File: src/rtl/elevator_scheduler.sv
// Four-floor elevator scheduler: latches floor calls, picks the next stop in the
// current sweep direction, retargets to closer calls en route and times the door.
module elevator_scheduler #(
  parameter int DOOR_CYCLES = 4
) (
  input  logic       clk,
  input  logic       rst,
  input  logic [3:0] call_req,
  input  logic [1:0] cur_floor,
  output logic [1:0] target_floor,
  output logic       stop,
  output logic       door_open,
  output logic [3:0] pending,
  output logic       dir,
  output logic [3:0] serviced_count
);

  typedef enum logic [1:0] {S_IDLE, S_MOVE, S_DOOR} state_t;

  localparam logic [3:0] DOOR_LOAD = 4'(DOOR_CYCLES - 1);

  state_t     r_state;
  logic [3:0] r_pending;
  logic [1:0] r_target;
  logic       r_stop;
  logic       r_door;
  logic       r_dir;
  logic [3:0] r_count;
  logic [3:0] r_door_cnt;

  logic       w_up_found;
  logic [1:0] w_up_floor;
  logic       w_dn_found;
  logic [1:0] w_dn_floor;
  logic       w_clear_en;
  logic [3:0] w_pending_next;

  // Nearest pending floor strictly above / strictly below the car.
  always_comb begin
    w_up_found = 1'b0;
    w_up_floor = 2'd0;
    w_dn_found = 1'b0;
    w_dn_floor = 2'd0;
    for (int i = 3; i >= 0; i--) begin
      if (r_pending[i] && (i > int'(cur_floor))) begin
        w_up_found = 1'b1;
        w_up_floor = 2'(i);
      end
    end
    for (int i = 0; i <= 3; i++) begin
      if (r_pending[i] && (i < int'(cur_floor))) begin
        w_dn_found = 1'b1;
        w_dn_floor = 2'(i);
      end
    end
  end

  // A stop is being made at cur_floor on this edge (from IDLE or on arrival).
  assign w_clear_en = ((r_state == S_IDLE) && r_pending[cur_floor]) ||
                      ((r_state == S_MOVE) && (cur_floor == r_target));

  generate
    for (genvar gi = 0; gi < 4; gi++) begin : g_pend
      logic w_here;
      logic w_set;
      assign w_here = (cur_floor == 2'(gi));
      assign w_set  = call_req[gi] && !((r_state == S_DOOR) && w_here);
      // Clearing takes priority over a same-cycle call for the serviced floor.
      assign w_pending_next[gi] = (w_clear_en && w_here) ? 1'b0 : (r_pending[gi] | w_set);
    end
  endgenerate

  always_ff @(posedge clk or posedge rst) begin
    if (rst) begin
      r_state    <= S_IDLE;
      r_pending  <= 4'd0;
      r_target   <= 2'd0;
      r_stop     <= 1'b1;
      r_door     <= 1'b0;
      r_dir      <= 1'b1;
      r_count    <= 4'd0;
      r_door_cnt <= 4'd0;
    end else begin
      r_pending <= w_pending_next;
      case (r_state)
        S_IDLE: begin
          r_stop <= 1'b1;
          r_door <= 1'b0;
          if (r_pending[cur_floor]) begin
            r_state    <= S_DOOR;
            r_door     <= 1'b1;
            r_count    <= r_count + 4'd1;
            r_door_cnt <= DOOR_LOAD;
          end else if (r_pending != 4'd0) begin
            r_state <= S_MOVE;
            r_stop  <= 1'b0;
            if (r_dir ? w_up_found : w_dn_found) begin
              r_target <= r_dir ? w_up_floor : w_dn_floor;
            end else begin
              // Nothing ahead: reverse the sweep.
              r_dir    <= ~r_dir;
              r_target <= r_dir ? w_dn_floor : w_up_floor;
            end
          end
        end
        S_MOVE: begin
          if (cur_floor == r_target) begin
            r_state    <= S_DOOR;
            r_stop     <= 1'b1;
            r_door     <= 1'b1;
            r_count    <= r_count + 4'd1;
            r_door_cnt <= DOOR_LOAD;
          end else if (r_dir && w_up_found && (w_up_floor < r_target)) begin
            r_target <= w_up_floor;
          end else if (!r_dir && w_dn_found && (w_dn_floor > r_target)) begin
            r_target <= w_dn_floor;
          end
        end
        S_DOOR: begin
          if (r_door_cnt == 4'd0) begin
            r_state <= S_IDLE;
            r_door  <= 1'b0;
          end else begin
            r_door_cnt <= r_door_cnt - 4'd1;
          end
        end
        default: r_state <= S_IDLE;
      endcase
    end
  end

  assign target_floor   = r_target;
  assign stop           = r_stop;
  assign door_open      = r_door;
  assign pending        = r_pending;
  assign dir            = r_dir;
  assign serviced_count = r_count;

endmodule
File: config.mk
export PLATFORM = sky130hd
export DESIGN_NAME = elevator_scheduler
export DESIGN_NICKNAME = d
export VERILOG_FILES = /design/src/rtl/elevator_scheduler.sv
export SDC_FILE = /design/constraint.sdc
export NUM_CORES = 1
export LEC_CHECK = 0
export ABC_AREA = 1
export CORE_MARGIN = 1.5
export CORE_UTILIZATION = 30
export CTS_CLUSTER_SIZE = 12
export DETAILED_ROUTE_END_ITERATION = 7
export GPL_TIMING_DRIVEN = 0
export PLACE_DENSITY = 0.6
export SKIP_LAST_GASP = 1
export SLEW_MARGIN = 25
export SYNTH_ARGS = -nofsm -noshare
export SYNTH_HDL_FRONTEND = slang
export SYNTH_SLANG_ARGS = --single-unit
File: constraint.sdc
create_clock -name clk -period 1.5 [get_ports clk]
set_input_delay 0.15 -clock clk [delete_from_list [all_inputs] [get_ports clk]]
set_output_delay 0.15 -clock clk [all_outputs]
set_load 0.1 [all_outputs]
==> results of run 1 <==
## metal layers
| metal | global-route usage (%) | routed length (µm) | vias to the layer above |
|---|---|---|---|
| met1 | 16.8 | 1570 | 557 |
| met5 | 0 | 0 | - |
| met2 | 20.9 | 1490 | 21 |
| li1 | - | - | 676 |
| met4 | 3.09 | 26 | 0 |
| met3 | 2.47 | 98 | 4 |
## cell type report
class                           instances  area [µm²]
Fill cell                             499        2770
Multi-Input combinational cell        144         981
Sequential cell                        19         504
Timing Repair Buffer                   25         230
Inverter                               30         120
Tap cell                               67        83.8
Clock buffer                            3        41.3
Buffer                                  2        22.5
Clock inverter                          1        5.00
## state kept, by name, summed over array words and instances, names as in the netlist
signal,count
stop,1
r_state,2
pending,4
dir,1
serviced_count,4
door_open,1
r_door_cnt,4
target_floor,2
## cells by family after synthesis
family / share of synthesized area [%]
XOR/XNOR: 3.46
AND/OR/NAND/NOR: 36.1
buffers and inverters: 9.79
AO/OA/AOI/OAI: 10.8
flip-flops: 32.2
adder cells (fa/ha/maj): 7.60
## repair_timing
action	in CTS	in global routing
hold endpoints to repair	0	0
setup endpoints to repair	26	15
buffers inserted	3	4
pin swaps	3	6
cloned	0	0
resized for setup	47	21
## cells in the final DEF, fill, tap and decap left out, types with 4 or more instances in the layout
cell type        count
nor2_1               8
nand3_1             17
o21ai_1              8
dfrtp_4              6
inv_1               20
nand2_4              7
nand2_1             46
o21ai_0              4
clkdlybuf4s50_1      5
dfrtp_1              8
nand2_2             10
inv_2                7
clkdlybuf4s15_2      9
a21oi_1              7
buf_4                7
## worst paths after layout
check	to	slack, ns	from	cells after the start
worst max-delay path	target_floor[1]	-0.21	target_floor[1]	1
worst min-delay path	pending[1]	0.16	cur_floor[0]	2
worst max register to register	target_floor[1]	-0.17	pending[2]	13
worst min register to register	serviced_count[3]	0.47	serviced_count[3]	1
max in group asynchronous	target_floor[1]	0.61	rst	2
min in group asynchronous	r_door_cnt[1]	0.32	rst	2
## per-stage QoR
| step | std cells | hold slack [ns] | setup TNS, ns | utilization (%) |
|---|---|---|---|---|
| after floorplan | 197 | 0.0996 | -0.713 | - |
| final | 291 | 0.165 | -0.873 | 41.8 |
| after global placement | 282 | 0.438 | -4.80 | 37.8 |
| after CTS | 287 | 0.170 | -0.678 | 40.4 |
| after detailed placement | 282 | 0.441 | -4.77 | 37.8 |
| after global routing | 291 | 0.183 | -2.40 | 41.8 |
==> results.sh, run 1 <==
export IMPL_drive_gt1_share_pct=39.3
export IMPL_skew_ns=0.00603
export IMPL_synth_async_reset_ratio_pct=100
export IMPL_synth_most_common_cell="nand2_1"
export IMPL_cpPeakStageDelay_ns=0.86
export IMPL_cts_buffers=3
export IMPL_slew_headroom_pct=37.1
export IMPL_dr_pass1_iters=4
export IMPL_netlist_instances=197
export IMPL_antenna_left=0
export IMPL_nets=242
export IMPL_yosys_top_cells_count="nand2_1, inv_1, nand3_1"
export IMPL_yosysSeqAreaShare_pct=32.2
export IMPL_vias=1258
export IMPL_io_buffers=18
export IMPL_critPathLaunchType="flip-flop"
export IMPL_core_area_mm2=0.00475
export IMPL_crit_chain="dlygate4sd2_1"
export IMPL_vias_per_cell=4.32
export IMPL_crit_type="reg -> out"
export IMPL_synth_area_per_cell_um2=7.53
export IMPL_grt_overflow=0
export IMPL_syn_num_nets=214
export IMPL_violations="negative setup slack"
export IMPL_period_needed_ns=1.71
export IMPL_drt_iter0_markers=58
export IMPL_synth_top_area_share_pct=28.7
export IMPL_hold_class="in -> reg"
export IMPL_worstPathRequired_ns=1.35
export IMPL_setup_viol=11
export IMPL_cts_root_buf="clkbuf_8"
export IMPL_die_x_um=73.3
export IMPL_grt_antenna_before_repair=0
export IMPL_finalHoldViolations=0
export IMPL_end_kind="output port"
export IMPL_grt_usage_pct=12.6
export IMPL_antenna_cells=0
export IMPL_synth_area_leaders="dfrtp_1, nand2_1, ha_1, nand3_1, inv_1"
export IMPL_grt_pass1_wl_um=5270
export IMPL_clock_sinks=19
export IMPL_slew_viol_final=0
export IMPL_critPathSlowestCell="dlygate4sd2_1"
export IMPL_dieArea_mm2=0.00537
export IMPL_synth_ff_latch_count=19
export IMPL_netlist_cell_type_count=32
export IMPL_maxCapViolations=0
export IMPL_dieHeight_um=73.3
export IMPL_postPlaceCellArea_mm2=0.00180
export IMPL_setup_slack_ns=-0.209
export IMPL_ctsHtreeMaxLevel=1
export IMPL_synth_edff_count=0
export IMPL_path_buf_inv=1
export IMPL_cp_arrival_ns=1.56
export IMPL_synth_area_mm2=0.00148
export IMPL_insertion_delay_ns=0.26
export IMPL_status="finished with violations"
export IMPL_detailed_place_hpwl_um=2330
export IMPL_period_share_pct=114
export IMPL_clockBufferDepth=2
export IMPL_synth_flop_cell="dfrtp_1"
export IMPL_rsz0062_at_grt="yes"
export IMPL_drc_errors=0
export IMPL_wl_um=3190
export IMPL_grt_max_degree=20
export IMPL_timing_fmax_mhz=585
export IMPL_post_route_cell_area_mm2=0.00199
export IMPL_crit_family="buffers and inverters"
export IMPL_syn2layout_area_growth_pct=34.1
export IMPL_place_ws_ns=-0.369
export IMPL_critical_path_max_fanout=4
export IMPL_row_count=25
export IMPL_synth_area_leader_cell="dfrtp_1"
export IMPL_wl_per_cell_um=11.0
export IMPL_ys_warn_count=0
export IMPL_io_pins=21
export IMPL_initial_core_util_pct=31.2
export IMPL_place_gp_congestion=0.857
export IMPL_holdBufCountCts=0
export IMPL_worstMarginPinSlew_ns=0.948
export IMPL_path_clk_slew_ns=0.08
export IMPL_grt_pass1_vias=1179
export IMPL_cts_tree="built"
Power of run 1 is not shown: default switching activity piles up to over one toggle a cycle in this logic, so the estimate is an artifact.
==> run 2: changes to the inputs <==
- GPL_ROUTABILITY_DRIVEN: not set -> 0
- GPL_TIMING_DRIVEN: 0 -> 1
==> run 2 against run 1 <==
  * The flow still finishes with violations (negative setup slack)
  * Sequential cell count unchanged
  * Clock skew up 0.0016 ns
  * Global-route usage up 2.3 points
  * Worst setup slack better by 0.046 ns
  * Non-clock buffer count up 34
  * Core utilization up 11 points
  * Critical endpoint is now target_floor[1]
==> results.sh, run 2 (synthesized netlist as in run 1, its figures left out) <==
export IMPL_row_count=25
export IMPL_maxCapViolations=0
export IMPL_rsz0062_at_grt="yes"
export IMPL_dieHeight_um=73.3
export IMPL_power_density_mw_per_mm2=2440
export IMPL_clockBufferDepth=2
export IMPL_antenna_left=0
export IMPL_cp_arrival_ns=1.86
export IMPL_syn2layout_area_growth_pct=68.8
export IMPL_hold_class="in -> async"
export IMPL_setup_slack_ns=-0.163
export IMPL_end_kind="flip-flop"
export IMPL_p_sw_share_pct=52.8
export IMPL_wl_per_cell_um=11.4
export IMPL_clock_sinks=19
export IMPL_tns_ns=-1.42
export IMPL_ctsHtreeMaxLevel=1
export IMPL_p_leak_nw=1.20
export IMPL_wl_um=3700
export IMPL_finalHoldViolations=0
export IMPL_worstMarginPinSlew_ns=0.274
export IMPL_status="finished with violations"
export IMPL_dieArea_mm2=0.00537
export IMPL_grt_overflow=0
export IMPL_path_clk_slew_ns=0.08
export IMPL_nets=276
export IMPL_skew_ns=0.00766
export IMPL_setup_viol=15
export IMPL_clkPwrFrac_pct=6.1
export IMPL_startpoint="pending[2]"
export IMPL_slew_viol_final=0
export IMPL_max_vdd_ir_drop_mv=1.16
export IMPL_critPathLaunchType="flip-flop"
export IMPL_power_switching_mw=3.22
export IMPL_worstPathRequired_ns=1.70
export IMPL_grt_pass1_vias=1403
export IMPL_dr_pass1_iters=4
export IMPL_crit_top_cell="nand2_2"
export IMPL_antenna_cells=0
export IMPL_p_total_mw=6.10
export IMPL_crit_type="reg -> reg"
export IMPL_cpPeakStageDelay_ns=0.50
export IMPL_crit_chain="nand2_4 > inv_4 > ha_4 > nand2_2 > a21oi_2 > nand3_1 > nand2_1 > inv_2 > nand2_2 > nand2_2 > inv_2 > nor2_1 > nor2_1"
export IMPL_violations="negative setup slack"
export IMPL_vias_per_cell=4.45
export IMPL_core_area_mm2=0.00475
export IMPL_drc_errors=0
export IMPL_initial_core_util_pct=31.2
export IMPL_period_share_pct=111
export IMPL_seq_power_share_pct=18.6
export IMPL_combPwrFrac_pct=75.3
export IMPL_final_common_cell="nand2_1"
export IMPL_io_buffers=20
export IMPL_grt_antenna_before_repair=0
export IMPL_io_pins=21
export IMPL_insertion_delay_ns=0.27
export IMPL_grt_max_degree=20
export IMPL_final_cell_mix="nand2_1, buf_4, inv_1, nand2_2, nand3_1"
export IMPL_cts_buffers=3
export IMPL_grt_usage_pct=14.8
export IMPL_cts_tree="built"
export IMPL_detailed_place_hpwl_um=2750
export IMPL_cts_root_buf="clkbuf_8"
export IMPL_slew_headroom_pct=81.7
export IMPL_drt_iter0_markers=84
export IMPL_drive_gt1_share_pct=51.2
export IMPL_critical_path_max_fanout=3
export IMPL_timing_fmax_mhz=601
export IMPL_r2r_start="pending[2]"
export IMPL_period_needed_ns=1.66
export IMPL_intPower_mw=2.88
export IMPL_critPathSlowestCell="dfrtp_4"
export IMPL_die_x_um=73.3
export IMPL_grt_pass1_wl_um=6170
export IMPL_vias=1447
## run 2: changes by cell type in the layout (fill, tap and decap cells not counted), sizes merged
cell           previous run  this run
buf                      11        54
clkdlybuf4s15             9         0
clkbuf                    4         3
dlygate4sd2               1         2
## run 2: final timing paths
check	cells past startpoint	slack (ns)	to
min in group clk	5	0.51	pending[3]
worst min-delay path	3	0.20	r_door_cnt[3]
worst max register to register	13	-0.16	target_floor[1]
worst max-delay path	13	-0.16	target_floor[1]
worst min register to register	2	0.52	r_door_cnt[1]
max in group asynchronous	3	1.04	dir
## run 2: power by group through the flow
| stage | Combinational [mW] | Clock [mW] | Sequential (mW) |
|---|---|---|---|
| floorplan | 1.54 | 0 | 2.17 |
| global placement | 3.95 | 0 | 1.12 |
| detailed placement | 3.99 | 0 | 1.12 |
| CTS | 4.09 | 0.389 | 1.13 |
| global route | 4.95 | 0.407 | 1.18 |
| finish | 4.59 | 0.373 | 1.13 |
## run 2: final cells by class
class / count / area (µm²)
Clock inverter: 1 / 5.00
Clock buffer: 3 / 41.3
Fill cell: 449 / 2250
Sequential cell: 19 / 504
Inverter: 30 / 123
Tap cell: 67 / 83.8
Multi-Input combinational cell: 144 / 1090
Timing Repair Buffer: 61 / 651
## run 2: routing by layer
| metal | vias to the layer above | track usage (%) | part of all wire (%) |
|---|---|---|---|
| li1 | 744 | - | - |
| met1 | 681 | 18.7 | 45 |
| met3 | 7 | 1.78 | 1.8 |
| met2 | 15 | 25.6 | 52 |
| met4 | 0 | 6.38 | 1.6 |
| met5 | - | 0 | 0 |
## run 2: stage by stage
stage / instance area (µm²) / hold slack, ns / utilization, % / std cells / setup WS (ns)
after floorplan: 1530 / 0.0996 / - / 197 / -0.303
after global placement: 2180 / 0.499 / 45.8 / 315 / -0.553
after detailed placement: 2180 / 0.501 / 45.8 / 315 / -0.584
after CTS: 2290 / 0.208 / 48.3 / 321 / -0.166
after global routing: 2500 / 0.254 / 52.6 / 325 / -0.322
final: 2500 / 0.198 / 52.6 / 325 / -0.163
## run 2: what timing repair did
item,CTS,global route
hold buffers,0,0
gates resized for setup,12,40
buffers inserted,2,4
endpoints found under the setup margin,13,16
gates cloned,0,0
pin swaps,8,18
## run 2: critical path: cells and delay by family (launching register included)
kind,cells,cell delay (ns)
buffers and inverters,3,0.12
AND/OR/NAND/NOR,8,0.58
adder cells (fa/ha/maj),1,0.26
flip-flops,1,0.50
AO/OA/AOI/OAI,1,0.13
No activity file was read; power rests on OpenSTA's default activity.
